**src/rtl/mac_result_serializer.sv**
```systemverilog
// Purpose: buffers 16-bit MAC results in a DEPTH-word FIFO and sends them byte-wide, low byte first.
// Latency: a word written into an empty FIFO appears on out_byte the cycle after the write edge.
// Backpressure: out_valid/out_byte hold while out_ready is low; a write into a full FIFO with no pop is dropped and sets overflow.
// Option: MAC_SER_DROP_CNT_EN adds a saturating drop_cnt output and derives overflow from it.
module mac_result_serializer #(
  parameter  int DEPTH = 4,
  localparam int CNT_W = $clog2(DEPTH) + 1
) (
  input  logic        clk,
  input  logic        rst,
  input  logic        in_valid,
  input  logic [15:0] in_data,
  input  logic        out_ready,
  output logic        out_valid,
  output logic [7:0]  out_byte,
  output logic        out_last,
  output logic        full,
  output logic        empty,
`ifdef MAC_SER_DROP_CNT_EN
  output logic        overflow,
  output logic [7:0]  drop_cnt
`else
  output logic        overflow
`endif
);

  localparam int PTR_W = $clog2(DEPTH);

  typedef enum logic {PH_LO, PH_HI} phase_t;

  phase_t           phase_q, phase_d;
  logic [15:0]      mem [DEPTH];
  logic [PTR_W-1:0] wr_ptr, rd_ptr;
  logic [CNT_W-1:0] count;
  logic [15:0]      head;
  logic             beat, pop, full_acc, wr_en, drop;

  assign empty     = (count == '0);
  assign full      = (count == CNT_W'(DEPTH));
  assign out_valid = !empty;
  assign head      = mem[rd_ptr];
  assign out_byte  = (phase_q == PH_HI) ? head[15:8] : head[7:0];
  assign out_last  = (phase_q == PH_HI) && out_valid;

  assign beat     = out_valid && out_ready;
  assign pop      = beat && (phase_q == PH_HI);
  // A pop in the same cycle frees the slot, so a full FIFO can still accept.
  assign full_acc = full && !pop;
  assign wr_en    = in_valid && !full_acc;
  assign drop     = in_valid && full_acc;

  always_comb begin
    phase_d = phase_q;
    if (beat) begin
      phase_d = (phase_q == PH_LO) ? PH_HI : PH_LO;
    end
  end

  always_ff @(posedge clk) begin
    if (rst) begin
      phase_q <= PH_LO;
    end else begin
      phase_q <= phase_d;
    end
  end

  always_ff @(posedge clk) begin
    if (wr_en && !rst) begin
      mem[wr_ptr] <= in_data;
    end
  end

  always_ff @(posedge clk) begin
    if (rst) begin
      wr_ptr <= '0;
      rd_ptr <= '0;
      count  <= '0;
    end else begin
      if (wr_en) begin
        wr_ptr <= wr_ptr + PTR_W'(1);
      end
      if (pop) begin
        rd_ptr <= rd_ptr + PTR_W'(1);
      end
      if (wr_en && !pop) begin
        count <= count + CNT_W'(1);
      end else if (pop && !wr_en) begin
        count <= count - CNT_W'(1);
      end
    end
  end

`ifdef MAC_SER_DROP_CNT_EN
  always_ff @(posedge clk) begin
    if (rst) begin
      drop_cnt <= '0;
    end else if (drop && (drop_cnt != 8'hFF)) begin
      drop_cnt <= drop_cnt + 8'd1;
    end
  end

  assign overflow = (drop_cnt != 8'd0);
`else
  logic overflow_q;

  always_ff @(posedge clk) begin
    if (rst) begin
      overflow_q <= 1'b0;
    end else if (drop) begin
      overflow_q <= 1'b1;
    end
  end

  assign overflow = overflow_q;
`endif

endmodule

```
**config.mk**
```make
export PLATFORM = sky130hd
export DESIGN_NAME = mac_result_serializer
export DESIGN_NICKNAME = d
export VERILOG_FILES = /design/src/rtl/mac_result_serializer.sv
export SDC_FILE = /design/constraint.sdc
export NUM_CORES = 1
export LEC_CHECK = 0
export CAP_MARGIN = 0
export CORE_ASPECT_RATIO = 1.25
export CORE_MARGIN = 5
export CORE_UTILIZATION = 61
export DETAILED_ROUTE_END_ITERATION = 8
export DONT_BUFFER_PORTS = 1
export PLACE_DENSITY = 0.81
export SLEW_MARGIN = 20
export SYNTH_ARGS = -nofsm -noshare
export SYNTH_HDL_FRONTEND = slang
export SYNTH_SLANG_ARGS = --single-unit
```
**constraint.sdc**
```tcl
create_clock -name clk -period 3 [get_ports clk]
set_input_delay 0 -clock clk [delete_from_list [all_inputs] [get_ports clk]]
set_output_delay 0 -clock clk [all_outputs]
set_load 0.05 [all_outputs]
```
# [Word level (Yosys, flattened, before mapping)]
# Memory sizes are Yosys's and may differ from the RTL's. A register that Yosys moved wholly into a read port is not among the register bits.
# Index checks and enable logic that the tools add are counted.
[classes] n_mux=8 reduce_logical=16 add_sub_neg=4 eq_ne=1
[ops] op="1-bit logical AND" n=9
[ops] op="8-bit 2-to-1 mux" n=1
[ops] op="3-bit 2-to-1 mux" n=2
[ops] op="1-bit zero test" n=5
[ops] op="2-bit by 1-bit adder with 2-bit output, second input constant" n=2
[ops] op="2-bit 2-to-1 mux" n=2
[ops] op="3-bit by 1-bit adder with 3-bit output, second input constant" n=1
[ops] op="3-bit == test, second input constant" n=1
[ops] op="3-bit zero test" n=1
[ops] op="1-bit 2-to-1 mux" n=3
[ops] op="3-bit by 1-bit subtractor with 3-bit output, second input constant" n=1
[ops] op="2-bit nonzero test" n=1
[word_totals] memories=1 ram_bits=64 inputBits=20 wordCells=35 register_bits=9
[memory_table] name="mem" words=4 width=16 rd=1 rd_ports_with_merged_regs=1 write_ports=1 line="32" source="logic [15:0] mem [DEPTH];"

# [Longest topological paths before layout]
[logic_depth] depth_word=12 ltp_mapped=10 depth_no_buf=9

# [Least setup slack after synthesis]
# No wires, ideal clock.
[synth_timing] kind="register to register" start="register count[0]" end="memory mem[0][0], enable pin" slack_ns=0.434 arrival_ns=2.153 path_buffers=1 path_stages_with_launch=5 required_ns=2.587 synth_period_minus_slack_ns=2.566 path_cell_list="dfxtp_1 -> or3b_1 -> clkbuf_1 -> o21ai_1 -> nor3b_1"
[synth_via] elab_chain_cells=11
[synth_lines] item="start, declared" line="34" source="logic [CNT_W-1:0] count;"
[synth_lines] item="start signal, assigned" line="86" source="count <= count + CNT_W'(1);"
[synth_lines] item="start signal, assigned" line="88" source="count <= count - CNT_W'(1);"
[synth_lines] item="3-bit zero test" line="38" source="assign empty = (count == '0);"
[synth_lines] item="1-bit zero test" line="40" source="assign out_valid = !empty;"
[synth_lines] item="1-bit logical AND" line="45" source="assign beat = out_valid && out_ready;"
[synth_lines] item="1-bit logical AND" line="46" source="assign pop = beat && (phase_q == PH_HI);"
[synth_lines] item="1-bit zero test" line="48" source="assign full_acc = full && !pop;"
[synth_lines] item="1-bit logical AND *" line="48"
[synth_lines] item="1-bit zero test *" line="49" source="assign wr_en = in_valid && !full_acc;"
[synth_lines] item="1-bit logical AND *" line="49"
[synth_lines] item="1-bit logical AND *" line="68" source="if (wr_en && !rst) begin"
[synth_lines] item="1-bit 2-to-1 mux *" line="68"
[synth_lines] item="1-bit 2-to-1 mux (implied by the code) *" line="69" source="mem[wr_ptr] <= in_data;"
[synth_lines] item="end, declared" line="32"
# Every way passes the cells marked *; elsewhere a longest branch is shown, timed or not.

# [Final worst setup path]
[layout_timing] start="register count[2]" end="register count[2]"
[layout_via] elab_chain_cells=11
[layout_lines] item="3-bit zero test" line="38"
[layout_lines] item="1-bit zero test" line="40"
[layout_lines] item="1-bit logical AND" line="45"
[layout_lines] item="1-bit logical AND" line="46"
[layout_lines] item="1-bit zero test" line="48, 85"
[layout_lines] item="1-bit logical AND" line="48"
[layout_lines] item="1-bit zero test" line="49"
[layout_lines] item="1-bit logical AND" line="49"
[layout_lines] item="1-bit zero test" line="87" source="end else if (pop && !wr_en) begin"
[layout_lines] item="1-bit logical AND" line="87"
[layout_lines] item="2-bit nonzero test (no line)"
# Several ways; a longest one is shown, not always the timed one. The select of a mux whose other input is x is not followed.
# A chain may end at the register's enable or synchronous reset.

==> out/qor.yml <==
path_clk_slew_ns: 0.07
routabilityCongestion: 0.7435
start_kind: "flip-flop"
synth_top_area_frac: 0.6249
crit_fanout: 6
clock_path_buffers: 2
holdPathStages: 3
io_buffers: 0
antennaDiodeCount: 0
ys.flop_type: "edfxtp_1"
cts_buffers: 9
hold_violations: 0
dp_hpwl_um: 3318
synth_cell_types: 31
avgSynthCellArea_um2: 19.22
max_freq_mhz: 388.4
syn_area_um2: 3075
drt-met1-wl_um: 1884
area_growth_pct: 15.01
rr_worst_depth: 9
nNetsFinal: 214
setup_violations: 0
finalWorstPathRequiredPeriod_ns: 2.575
coreArea_um2: 4971
initial_core_util: 0.6187
cts_resized: 0
synth_edf_count: 64
critPathArrivalTime_ns: 2.82
grt_setup_unrepaired: "no"
grt_pass1_vias: 1638
antenna_found_initial: 0
setup.worst_path.class: "reg2reg"
synth_warnings: 0
drc: 0
route.met2.wl_um: 2999
num_vias: 1522
numClockSinks: 75
hold_class: "in2reg"
drive_above_1_share: 0.1762
track_usage: 0.1804
grt_pass1_wl_um: 8397
synthCells: 160
cap_viol_max_count: 0
h-tree-depth: 3
fp.dieW_um: 73.51
root_buffer: "clkbuf_8"
required_ns: 3.25
dr.pass1.iters: 4
synth_fp_nets: 186
synth.ff_latch_count: 75
ios: 33
ctsHoldBuffers: 19
drt_wl_total_um: 5258
synth_seq_area_share: 0.6965
p_sw_uw: 951.1
avgViaCountPerCell: 5.969
clock_skew_ns: 0.008529
dieHeight_um: 89.39
dr_wl_met3_um: 241
p_sw_frac: 0.3370
ys_top_cells_by_area: "edfxtp_1 62%, mux4_1 12%, dfxtp_1 7.2%"
p_int_mw: 1.871
yosysTopAreaCell: "edfxtp_1"
fin_cells: 255
seqPwrFrac: 0.469
relSlewSlack: 0.5406
cts_tree: "yes"
grt-ovfl-total: 0
dp.cells: 220
drtAntennaViolNets: 0
clock_latency_ns: 0.33
yosysMostFrequentCell: "edfxtp_1"
postCtsSetupBuffers: 0
first_iter_violations: 85
rows: 29
dieArea_um2: 6571
clockPowerShare: 0.250
comb_power_share: 0.281
status: "finished clean"
synthArstFlopShare: 0
wire_per_inst_um: 20.62
final_max_slew_viol_count: 0
grt_max_degree: 17
worstMarginPinSlew_ns: 0.6783
setup_tns_ns: 0
highest_layer: "met4"
fin_crit_sh: 0.8583
yosys-top-cells-count: "64 x edfxtp_1, 14 x mux4_1, 11 x dfxtp_1"
p_per_area_nw_per_um2: 797.9
leakagePower_nw: 1.195
ir_drop_v: 0.0008833
critPathCaptureType: "flip-flop"
power groups by stage:
stage / logic, mW / clock network [mW] / registers (mW)
after floorplan: 0.665 / 0 / 1.32
after global placement: 0.739 / 0 / 1.33
after detailed placement: 0.765 / 0 / 1.34
after CTS: 0.800 / 0.717 / 1.32
after global routing: 0.846 / 0.770 / 1.34
final: 0.794 / 0.705 / 1.32
state kept, by name (all words and copies together) (netlist names), named ones only:
name,flops
overflow,1
phase_q,1
rd_ptr,2
mem,64
count,3
wr_ptr,2
cell type report:
cell class / count / area, um2
fill: 292 / 1434
inverter: 8 / 30.03
clock buffer: 10 / 127.6
tap: 62 / 77.57
timing repair buffer: 25 / 235.2
multi-input combinational: 69 / 868.3
sequential: 75 / 2142
clock inverter: 6 / 56.30
kinds of logic after synthesis:
logic type               share of synthesized area
XOR/XNOR                                   0.01139
AND/OR/NAND/NOR                            0.04313
AO/OA/AOI/OAI                              0.02767
buffers and inverters                      0.02766
flip-flops                                  0.6965
adder cells (fa/ha/maj)                    0.02685
multiplexers                                0.1668
routing by layer:
| layer | GRT usage | vias up |
|---|---|---|
| met4 | 0.09226 | 0 |
| met2 | 0.3274 | 39 |
| met3 | 0.04049 | 11 |
| met1 | 0.1947 | 769 |
| met5 | 0 | - |
| li1 | - | 703 |
final timing paths:
path	end	from	slack, ns
hold reg to reg	rd_ptr[1]	rd_ptr[1]	0.51
hold / removal	wr_ptr[1]	rst	0.05
setup / recovery	count[2]	count[2]	0.43
setup reg to reg	count[2]	count[2]	0.43
per-stage QoR:
stage               utilization  instance area (um2)  worst slack [ns]  hold slack, ns  total power, mW
global placement         0.6363                 3163            0.6787         0.07230            2.070
global route             0.7116                 3537            0.2711         0.05803            2.951
finish                   0.7116                 3537            0.4252         0.05041            2.822
detailed placement       0.6363                 3163            0.4671         0.07668            2.109
floorplan                     -                 3075            0.4344         0.09887            1.990
CTS                      0.7116                 3537            0.4178         0.03367            2.840
critical path: stages, from the launching register on:
cell and delay [ns]:
dfxtp_1 0.42, or3b_1 0.48, o21ai_1 0.46, inv_1 0.10, ha_1 0.23, inv_1 0.07, fa_1 0.18, xor2_1 0.08
or3_1 0.31, a21oi_1 0.17
placed cells by master (no fill, tap or decap), types with 3 or more instances in the layout:
| master | instances |
|---|---|
| inv_1 | 8 |
| or3_1 | 3 |
| buf_4 | 6 |
| ha_1 | 5 |
| mux2_2 | 8 |
| clkbuf_8 | 9 |
| nor2_1 | 6 |
| edfxtp_1 | 64 |
| nor3b_2 | 4 |
| dlygate4sd3_1 | 19 |
| nand4_1 | 3 |
| dfxtp_1 | 11 |
| clkinv_2 | 3 |
| mux4_1 | 14 |
| xor2_1 | 3 |
| o311ai_1 | 3 |
No activity file was read; power rests on OpenSTA's default activity.
